==> src/rtl/inst_fetch.sv <==
// MIPS instruction fetch stage: PC ownership, credit-limited in-order imem reads,
// response FIFO with redirect flush. Optional same-cycle bypass: INST_FETCH_BYPASS_EN.
module inst_fetch #(
  parameter logic [31:0] RESET_PC = 32'h0000_0000,
  parameter int unsigned DEPTH    = 2
) (
  input  logic        clk,
  input  logic        rst_n,
  input  logic        stall,
  input  logic        redirect,
  input  logic [31:0] redirect_pc,
  output logic        imem_req,
  output logic [31:0] imem_addr,
  input  logic        imem_ready,
  input  logic        imem_rvalid,
  input  logic [31:0] imem_rdata,
  output logic        inst_valid,
  output logic [31:0] inst,
  output logic [31:0] inst_pc,
  output logic [31:0] pc_plus4,
  output logic [5:0]  op,
  output logic [4:0]  rs,
  output logic [4:0]  rt,
  output logic [4:0]  rd,
  output logic [4:0]  shamt,
  output logic [5:0]  func,
  output logic [15:0] imm,
  output logic [25:0] target
);

  localparam int unsigned PW = (DEPTH > 1) ? $clog2(DEPTH) : 1;
  localparam int unsigned CW = $clog2(DEPTH + 1);

  typedef struct packed {
    logic [31:0] word;
    logic [31:0] pc;
  } entry_t;

  logic [31:0] r_pc;
  logic [31:0] r_resp_pc;
  logic [CW-1:0] r_outst;
  logic [CW-1:0] r_kill;
  logic [CW-1:0] r_count;
  logic [PW-1:0] r_rd_ptr;
  logic [PW-1:0] r_wr_ptr;
  entry_t        r_mem [DEPTH];

  logic        w_credit;
  logic        w_issue;
  logic        w_resp;
  logic        w_killed;
  logic        w_accept;
  logic        w_empty;
  logic        w_bypass;
  logic        w_push;
  logic        w_fifo_pop;
  logic [31:0] w_redir_pc;
  entry_t      w_head;
  entry_t      w_out;

  assign w_redir_pc = redirect_pc & ~32'h3;
  assign w_credit   = ((CW+1)'(r_outst) + (CW+1)'(r_count)) < (CW+1)'(DEPTH);
  assign imem_req   = rst_n & ~redirect & w_credit;
  assign imem_addr  = r_pc;
  assign w_issue    = imem_req & imem_ready;

  // A response with nothing outstanding is a protocol error and is ignored.
  assign w_resp   = imem_rvalid & (r_outst != '0);
  assign w_killed = w_resp & (r_kill != '0);
  assign w_accept = w_resp & (r_kill == '0) & ~redirect;
  assign w_empty  = (r_count == '0);
  assign w_head   = r_mem[r_rd_ptr];

  // Head selection: FIFO entry, or the live response when bypass is enabled and the FIFO is empty.
  always_comb begin
    w_out    = w_head;
    w_bypass = 1'b0;
`ifdef INST_FETCH_BYPASS_EN
    w_bypass = w_accept & w_empty;
    if (w_bypass) begin
      w_out.word = imem_rdata;
      w_out.pc   = r_resp_pc;
    end
`endif
  end

  assign inst_valid = ~w_empty | w_bypass;
  assign w_push     = w_accept & ~(w_bypass & ~stall);
  assign w_fifo_pop = ~w_empty & ~stall & ~redirect;

  always_ff @(posedge clk or negedge rst_n) begin
    if (!rst_n) begin
      r_pc      <= RESET_PC;
      r_resp_pc <= RESET_PC;
      r_outst   <= '0;
      r_kill    <= '0;
      r_count   <= '0;
      r_rd_ptr  <= '0;
      r_wr_ptr  <= '0;
    end else if (redirect) begin
      // Everything still in flight is wrong-path; the response landing now is dropped too.
      r_pc      <= w_redir_pc;
      r_resp_pc <= w_redir_pc;
      r_outst   <= r_outst - CW'(w_resp);
      r_kill    <= r_outst - CW'(w_resp);
      r_count   <= '0;
      r_rd_ptr  <= '0;
      r_wr_ptr  <= '0;
    end else begin
      if (w_issue) begin
        r_pc <= r_pc + 32'd4;
      end
      r_outst <= r_outst + CW'(w_issue) - CW'(w_resp);
      if (w_killed) begin
        r_kill <= r_kill - CW'(1);
      end
      if (w_accept) begin
        r_resp_pc <= r_resp_pc + 32'd4;
      end
      if (w_push) begin
        r_wr_ptr <= r_wr_ptr + PW'(1);
      end
      if (w_fifo_pop) begin
        r_rd_ptr <= r_rd_ptr + PW'(1);
      end
      r_count <= r_count + CW'(w_push) - CW'(w_fifo_pop);
    end
  end

  always_ff @(posedge clk or negedge rst_n) begin
    if (!rst_n) begin
      r_mem <= '{default: '0};
    end else if (w_push && !redirect) begin
      r_mem[r_wr_ptr] <= '{word: imem_rdata, pc: r_resp_pc};
    end
  end

  assign inst     = w_out.word;
  assign inst_pc  = w_out.pc;
  assign pc_plus4 = w_out.pc + 32'd4;
  assign op       = w_out.word[31:26];
  assign rs       = w_out.word[25:21];
  assign rt       = w_out.word[20:16];
  assign rd       = w_out.word[15:11];
  assign shamt    = w_out.word[10:6];
  assign func     = w_out.word[5:0];
  assign imm      = w_out.word[15:0];
  assign target   = w_out.word[25:0];

endmodule

==> config.mk <==
export PLATFORM = sky130hd
export DESIGN_NAME = inst_fetch
export DESIGN_NICKNAME = d
export VERILOG_FILES = /design/src/rtl/inst_fetch.sv
export SDC_FILE = /design/constraint.sdc
export NUM_CORES = 1
export LEC_CHECK = 0
export CORE_MARGIN = 5
export CORE_UTILIZATION = 45
export DETAILED_ROUTE_END_ITERATION = 12
export PLACE_DENSITY = 0.75
export SYNTH_ARGS = -nofsm -noshare
export SYNTH_HDL_FRONTEND = slang
export SYNTH_SLANG_ARGS = --single-unit
==> constraint.sdc <==
create_clock -name clk -period 3.3 [get_ports clk]
set_input_delay 0.66 -clock clk [delete_from_list [all_inputs] [get_ports clk]]
set_output_delay 0.66 -clock clk [all_outputs]
set_load 0.05 [all_outputs]
# ---- After elaboration in Yosys (flattened, before gate mapping)
# Index checks and enable logic that the tools add are counted.
dict set report word_totals {
  register_bits 200
  in_bits 70
  output_inout_bits 204
  word_cells 70
}
dict set report op_classes {
  add_sub_neg 12
  n_lt_le_gt_ge 4
  n_mux 18
  bitwise 14
  n_reduce_logical 11
}
# operator count
set op_table {}
lappend op_table {{64-bit two-way mux} 4}
lappend op_table {{128-bit bitwise mux} 1}
lappend op_table {{32-bit two-way mux} 4}
lappend op_table {{32-bit by 3-bit adder with 32-bit output (second input constant)} 3}
lappend op_table {{64-bit demux with 1-bit select} 1}
lappend op_table {{2-bit nonzero test} 6}
lappend op_table {{1-bit bitwise AND} 9}
lappend op_table {{2-bit two-way mux} 4}
lappend op_table {{2-bit by 1-bit subtractor with 2-bit output} 3}
lappend op_table {{2-bit by 1-bit adder with 2-bit output} 2}
lappend op_table {{2-bit >= comparator (second input constant)} 2}
lappend op_table {{2-bit logical NOT} 2}
lappend op_table {{1-bit two-way mux} 4}
lappend op_table {{1-bit NOT with 2-bit output} 2}
lappend op_table {{2-bit by 2-bit adder with 3-bit output} 1}
lappend op_table {{3-bit by 2-bit less-than comparator with 1-bit output (second input constant)} 1}
lappend op_table {{1-bit NOT} 3}
lappend op_table {{1-bit adder (second input constant)} 2}
lappend op_table {{1-bit logical AND} 2}
lappend op_table {{2-bit by 1-bit less-than comparator with 1-bit output (second input constant)} 1}
lappend op_table {{2-bit by 1-bit subtractor with 2-bit output (second input constant)} 1}
lappend op_table {{1-bit logical NOT} 1}

# ---- Longest topological paths before layout
# Gate-level depths: netlist of run 1.
dict set report depth {
  word_depth 7
  ltp_mapped 15
  depth_no_buf 11
}

# ---- Worst setup path before layout of run 1
# Ideal clock, no wire load.
dict set report synth_path {
  path_kind {reg2out}
  start {register r_rd_ptr}
  end {output port pc_plus4[30]}
  arrival_time_ns 4.713
  required_time_ns 2.640
  path_slack_ns -2.073
  stages_incl_launch_ff 16
  path_buffers 7
  cell_sequence {dfrtp_1 -> buf_4 -> buf_4 -> buf_2 -> buf_2 -> buf_2 -> buf_2 -> mux2i_1 -> inv_1 -> ha_1 -> nand4b_1 -> nand2_1 -> and3_1 -> buf_2 -> nor3b_1 -> xor2_1}
}
dict set report synth_between {
  elab_chain_cells 5
}
# element line_no
set synth_rtl {}
lappend synth_rtl {{from (decl)} 44} ;# logic [PW-1:0] r_rd_ptr;
lappend synth_rtl {{from (signal assigned)} 124} ;# r_rd_ptr <= r_rd_ptr + PW'(1);
lappend synth_rtl {{1-bit NOT with 2-bit output (not written as such)} 72} ;# assign w_head = r_mem[r_rd_ptr];
lappend synth_rtl {{64-bit two-way mux (not written as such) (3 in a row)} 72}
lappend synth_rtl {{named net inst_pc[2]} 19} ;# output logic [31:0] inst_pc,
lappend synth_rtl {{32-bit by 3-bit adder with 32-bit output} 140} ;# assign pc_plus4 = w_out.pc + 32'd4;
lappend synth_rtl {{to (decl)} 20} ;# output logic [31:0] pc_plus4,
# The timed path passes the listed nets, and every way through them passes these cells. The select of a mux whose other input is x is not followed.

# ---- Worst setup path in the final report of run 1
dict set report layout_path {
  start {register r_rd_ptr}
  end {output port pc_plus4[30]}
}
dict set report layout_between {
  elab_chain_cells 5
}
# element line_no
set layout_rtl {}
lappend layout_rtl {{1-bit NOT with 2-bit output (not written as such)} 72}
lappend layout_rtl {{64-bit two-way mux (not written as such) (3 in a row)} 72}
lappend layout_rtl {{32-bit by 3-bit adder with 32-bit output} 140}
# No other way between the ends. The select of a mux whose other input is x is not followed.

==> impl_results.md, run 1 <==
* Distinct cells, synth at 57
* Die Wd at 163 um
* Cell type with the largest total area after synthesis: dfrtp_1
* Drt total wl at 27,600 um
* Worst Path Arrival at 2.64 ns
* Most common cell after layout, fill and taps aside: clkdlybuf4s50_1
* CTS max path bufs at 2
* Number of max-cap violations at 0
* Clock sink count at 192
* Filler instances at 1,887
* Slew headroom at 32.3%
* GPL Wtd Cong at 0.830
* Syn Std Cell Area at 0.0106 mm2
* Worst VDD drop at 658 uV
* Power consumption at 0.0156 W
* Largest net degree at the start of global routing at 79
* ANT cells at 0
* Layout overhead on the synthesized area at 34.7%
* Status: finished, final reports clean
* Vias in the first global route at 7,974
* Commonest non-fill, non-tap cells in the layout: clkdlybuf4s50_1, dfrtp_1, mux2_2
* CP max FO at 10
* Top-area cell type share of the netlist area at 45.5%
* Wire length per cell at 18.7 um
* Total grt overflow at 0
* DIE HEIGHT at 163 um
* DP Cell Count at 1,439
* H-tree levels at 4
* Register area share after synthesis at 45.5%
* Hold Fails Final Rpt at 0
* Row cnt at 56
* Core area at 0.0233 mm2
* Worst-margin pin slew at 1.02 ns
* Hold_ws at 0.0487 ns
* Fin nets at 1,228
* Critical path required time at 2.64 ns
* Remaining DRCs at 0
* Part of the power in registers at 23.2%
* Setup violations, final at 0
* Number of CTS-inserted buffers at 17
* Starting Density at 45.4%
* Starting DRT DRC Count at 503
* Worst-Skew Late Latency at 0.44 ns
* Fmax at 0.303 GHz
* Logic pwr share at 63.6%
* Worst r2r src: r_outst[0]
* Cts hold-fix bufs at 0
* Switching share of power at 49.9%
* Setup crit start kind: flip-flop
* Total die area at 0.0266 mm2
* Top cells by area, synth: dfrtp_1, mux2_2, buf_4
* Vias at 8,011
* Mapped Cells at 948
* Final min period at 3.30 ns
* Power Density at 1100 mW/mm2
* R2r endpoint: r_outst[1]
* Part of the cycle the worst path needs at 99.8%
* Root Buffer: clkbuf_16
* Critical path origin: r_rd_ptr
* Clock group share of total power at 13.1%
* Switching power total at 0.00779 W
* Avg Cell Area, Syn at 11.1 um2
* First-pass GRT wire length at 43,400 um
* CP Capture Type: output pin
* Number of enable flip-flop cells after synthesis at 0
* DP HPWL at 20,300 um
* Placed Area at 0.0135 mm2
* Leak at 5.97 nW
* Count of buffers from port buffering at 265
* Async SR Flop Fraction at 100%
* Drt pass-1 iters at 5
* Io pins at 274
* Antenna violations before repair at 0
* RSZ-0062 raised after global routing: true
* Setup TNS at 0 ns
* TritonCTS clock tree: built
* Ys Warns at 0
* Finished Cell Area at 0.0142 mm2
* Clk_skew at 0.0181 ns
* Max Transition Viols Final at 0
* P_int at 0.00783 W
* Layout cells sized above 1 at 28.7%
* R2R setup slack at 0.41 ns
* Routed Antenna Nets at 0
* Clk slew on worst S/H paths at 0.07 ns
* Gr usage total at 20.5%
* Synth Register Bits at 192
* Critical path class: reg -> out
* Top FF cell, synth: dfrtp_1
* Via density at 5.41
* Non-filler instance count after layout at 1,480
* Hold Crit Class: in -> async
* R2R depth at 11
cells in the mapped netlist, drive strengths merged (2+ instances only):
| master | instances |
|---|---|
| and2 | 5 |
| xnor2 | 41 |
| and3 | 6 |
| a32o | 2 |
| nor2 | 33 |
| mux2i | 7 |
| mux2 | 186 |
| or3 | 4 |
| nor2b | 3 |
| a41oi | 2 |
| a21oi | 18 |
| nand2b | 3 |
| nor4 | 6 |
| xor2 | 28 |
| o311ai | 6 |
| or4 | 7 |
| a21o | 3 |
| nand4 | 30 |
| a31oi | 7 |
| dfrtp | 192 |
| nand4b | 8 |
| o21ai | 44 |
| nand3 | 41 |
| clkbuf | 12 |
| nand2 | 66 |
| inv | 23 |
| nor3b | 5 |
| a21boi | 6 |
| o211ai | 11 |
| nor3 | 8 |
| and4 | 2 |
| or2 | 2 |
| ha | 9 |
| buf | 108 |
| nor4b | 4 |
final cells by class:
class	instances	area, um2	share of cell area [%]
multi-input cells	618	5170	36.3
flip-flops and latches	192	4810	33.8
repair buffers	296	3180	22.3
clock buffers	19	443	3.11
well taps	319	399	2.80
clock inverters	13	143	1.00
inverters	23	90.1	0.633
repair_timing:
item	CTS	global route
pin swaps	2	13
buffers inserted	5	4
gates resized for setup	5	12
setup endpoints to repair	126	14
worst max-delay path by stage:
stage                    to
2_1_floorplan  pc_plus4[30]
3_3_place_gp   pc_plus4[30]
3_5_place_dp   pc_plus4[30]
4_1_cts        pc_plus4[31]
5_1_grt        pc_plus4[31]
6_report       pc_plus4[30]
metal layers:
layer	global-route usage (%)	wire length (um)	vias to the layer above
met2	33.8	13300	324
li1	-	-	3689
met1	27.9	11900	3965
met3	4.29	2060	33
met5	0	0	-
met4	4.92	406	0
cell families (layout without fill, tap and decap cells):
group | after synthesis | in the layout | synth area share (%)
adder cells (fa/ha/maj) | 10 | 10 | 1.26
other | 1 | 6 | 0.0355
flip-flops | 192 | 192 | 45.5
buffers and inverters | 143 | 351 | 8.31
AO/OA/AOI/OAI | 106 | 106 | 6.24
AND/OR/NAND/NOR | 234 | 234 | 12.5
XOR/XNOR | 69 | 69 | 5.72
multiplexers | 193 | 193 | 20.5
state kept, by name, summed over array words and instances (netlist names):
signal	count
r_mem	124
imem_addr	30
r_resp_pc	30
r_count	2
r_kill	2
r_outst	2
r_rd_ptr	1
r_wr_ptr	1
worst max-delay path, cell delays in order (launching register included):
cell and delay [ns]:
dfrtp_4 0.54, buf_6 0.17, nand4b_1 0.22, a211oi_2 0.30, nand2_2 0.20, buf_4 0.19, nor3b_4 0.24, xor2_4 0.19
buf_12 0.15
power groups by stage:
| stage | registers (W) | clock network [W] | logic [W] |
|---|---|---|---|
| after floorplan | 0.00364 | 0 | 0.00708 |
| after global placement | 0.00362 | 0 | 0.00985 |
| after detailed placement | 0.00367 | 0 | 0.00994 |
| after CTS | 0.00361 | 0.00209 | 0.0100 |
| after global routing | 0.00371 | 0.00221 | 0.0103 |
| final | 0.00362 | 0.00205 | 0.00993 |
stage by stage:
stage / setup slack, ns / utilization, %
2_1_floorplan: -0.661 / -
3_3_place_gp: 0.300 / 58.0
3_5_place_dp: 0.268 / 58.0
4_1_cts: 0.0131 / 60.8
5_1_grt: -0.109 / 61.2
6_report: 0.00495 / 61.2
Power figures use the tool's default switching activity.
==> inputs of run 2 (changes only) <==
CORE_UTILIZATION = 54   (was 45)
PLACE_DENSITY = 0.84   (was 0.75)
REMOVE_ABC_BUFFERS = 1   (was unset)
clock period = 3.8 ns   (was 3.3 ns; I/O delays follow)
==> impl_results.md, run 2 (synthesis results as in run 1) <==
* Largest register FFs at 124
* Most flop-heavy register: r_mem
* Layout overhead on the synthesized area at 30.5%
* Layout cells sized above 1 at 24.5%
* FF/Latch Area at 0.00481 mm2
* Antenna violations before repair at 0
* Remaining DRCs at 0
* CP max stage delay at 0.60 ns
* Post-CTS Setup Repair Bufs at 0
* H-tree levels at 4
* CP max FO at 33
* Cts hold-fix bufs at 0
* Wire length per cell at 18.6 um
* Final min period at 3.64 ns
* Finished Cell Area at 0.0138 mm2
* Number of CTS-inserted buffers at 17
* Setup violations, final at 0
* GPL Wtd Cong at 0.827
* Clk slew on worst S/H paths at 0.06 ns
* TritonCTS clock tree: built
* Row cnt at 51
* Number of max-cap violations at 0
* Gr usage total at 23.3%
* CP Capture Type: output pin
* Critical path required time at 3.04 ns
* CTS max path bufs at 2
* Largest net degree at the start of global routing at 193
* Core area at 0.0193 mm2
* Setup crit start kind: flip-flop
* Drt pass-1 iters at 5
* Worst-Skew Late Latency at 0.42 ns
* DP Cell Count at 1,376
* Fin nets at 1,210
* Max Transition Viols Final at 0
* First-pass GRT wire length at 42,000 um
* Die Wd at 150 um
* Routed Antenna Nets at 0
* Worst Path Arrival at 2.88 ns
* Most common cell after layout, fill and taps aside: clkdlybuf4s50_1
* RSZ-0062 raised after global routing: false
* Clock sink count at 192
* Vias at 7,855
* Slew headroom at 30.8%
* Root Buffer: clkbuf_16
* Hold Fails Final Rpt at 0
* Power Density at 966 mW/mm2
* Starting Density at 54.6%
* Fmax at 0.274 GHz
* Total grt overflow at 0
* DP HPWL at 19,400 um
* Starting DRT DRC Count at 366
* Drt total wl at 26,200 um
* Part of the cycle the worst path needs at 95.9%
* Filler instances at 1,427
* ANT cells at 0
* Vias in the first global route at 7,875
* Worst VDD drop at 535 uV
* Io pins at 274
* Total die area at 0.0225 mm2
* Leak at 5.75 nW
* Slowest cell on crit path: dfrtp_4
* Placed Area at 0.0132 mm2
* Commonest non-fill, non-tap cells in the layout: clkdlybuf4s50_1, dfrtp_1, mux2_2
* Critical path class: reg -> out
* Status: finished, final reports clean
* Hold Crit Class: reg -> reg
* Via density at 5.58
* Critical-path cell list: buf_6, nand4b_1, a211oi_2, nand2_1, nor4b_2, xor2_1, buf_12
* Non-filler instance count after layout at 1,407
* Clk_skew at 0.00958 ns
* Count of buffers from port buffering at 265
* Multi-input logic area at 0.00492 mm2
* Worst-margin pin slew at 1.03 ns
* DIE HEIGHT at 150 um
## run 2: cell types whose count changed in the layout (fill, tap and decap cells not counted), moves of 4 or more
| cell | change |
|---|---|
| xor2_1 | +4 |
| xnor2_2 | -8 |
| xnor2_1 | +10 |
| nor3b_1 | +4 |
| inv_6 | -4 |
| clkdlybuf4s50_1 | +4 |
| buf_4 | -22 |
## run 2: final cells by class
cell class / instances / share of cell area [%]
multi-input combinational: 618 / 35.7
sequential: 192 / 34.9
timing repair buffer: 278 / 22.2
clock buffer: 19 / 3.21
tap: 265 / 2.40
clock inverter: 12 / 0.998
inverter: 23 / 0.626
## run 2: path summary, 6_finish.rpt
check                      startpoint       endpoint  slack [ns]  cells past startpoint
min reg2reg                r_mem[115]     r_mem[115]        0.50                      1
max                          r_rd_ptr   pc_plus4[31]        0.16                      7
max reg2reg                r_outst[0]  imem_addr[17]        0.92                      8
min                        r_mem[115]     r_mem[115]        0.50                      1
max in group asynchronous       rst_n       r_rd_ptr        2.50                      2
min in group asynchronous       rst_n     r_outst[0]        0.55                      2
## run 2: what timing repair did
item,CTS,global route
pin swaps,0,0
resized for setup,1,3
setup endpoints to repair,1,5
## run 2: per-layer routing
metal  GRT usage, %  routed length [um]  part of all wire, %
met5              0                   0                    0
met4           7.14                 525                  2.0
met3           3.91                1640                  6.3
met2           39.4               12800                   49
met1           30.8               11200                   43
## run 2: critical path: cells and delay by family, from the launching register on
| kind | cells | cell delay [ns] |
|---|---|---|
| flip-flops | 1 | 0.60 |
| AND/OR/NAND/NOR | 3 | 0.85 |
| XOR/XNOR | 1 | 0.27 |
| buffers and inverters | 2 | 0.41 |
| AO/OA/AOI/OAI | 1 | 0.31 |
## run 2: through the flow
step                      total power [W]  setup WS [ns]  setup TNS, ns  hold WS [ns]  util (%)
after floorplan                   0.00849          -2.38        -119.21         0.464         -
after global placement             0.0115          0.448              0         0.483      68.3
after detailed placement           0.0116          0.391              0         0.490      68.3
after CTS                          0.0134         0.0398              0         0.506      71.3
after global routing               0.0139         0.0552              0         0.513      71.3
final                              0.0133          0.155              0         0.504      71.3
## run 2: power by group
group	internal (W)	switching (W)	leakage, nW
registers	0.00266	0.000500	2.41
logic	0.00309	0.00532	3.05
clock network	0.000988	0.000758	0.279
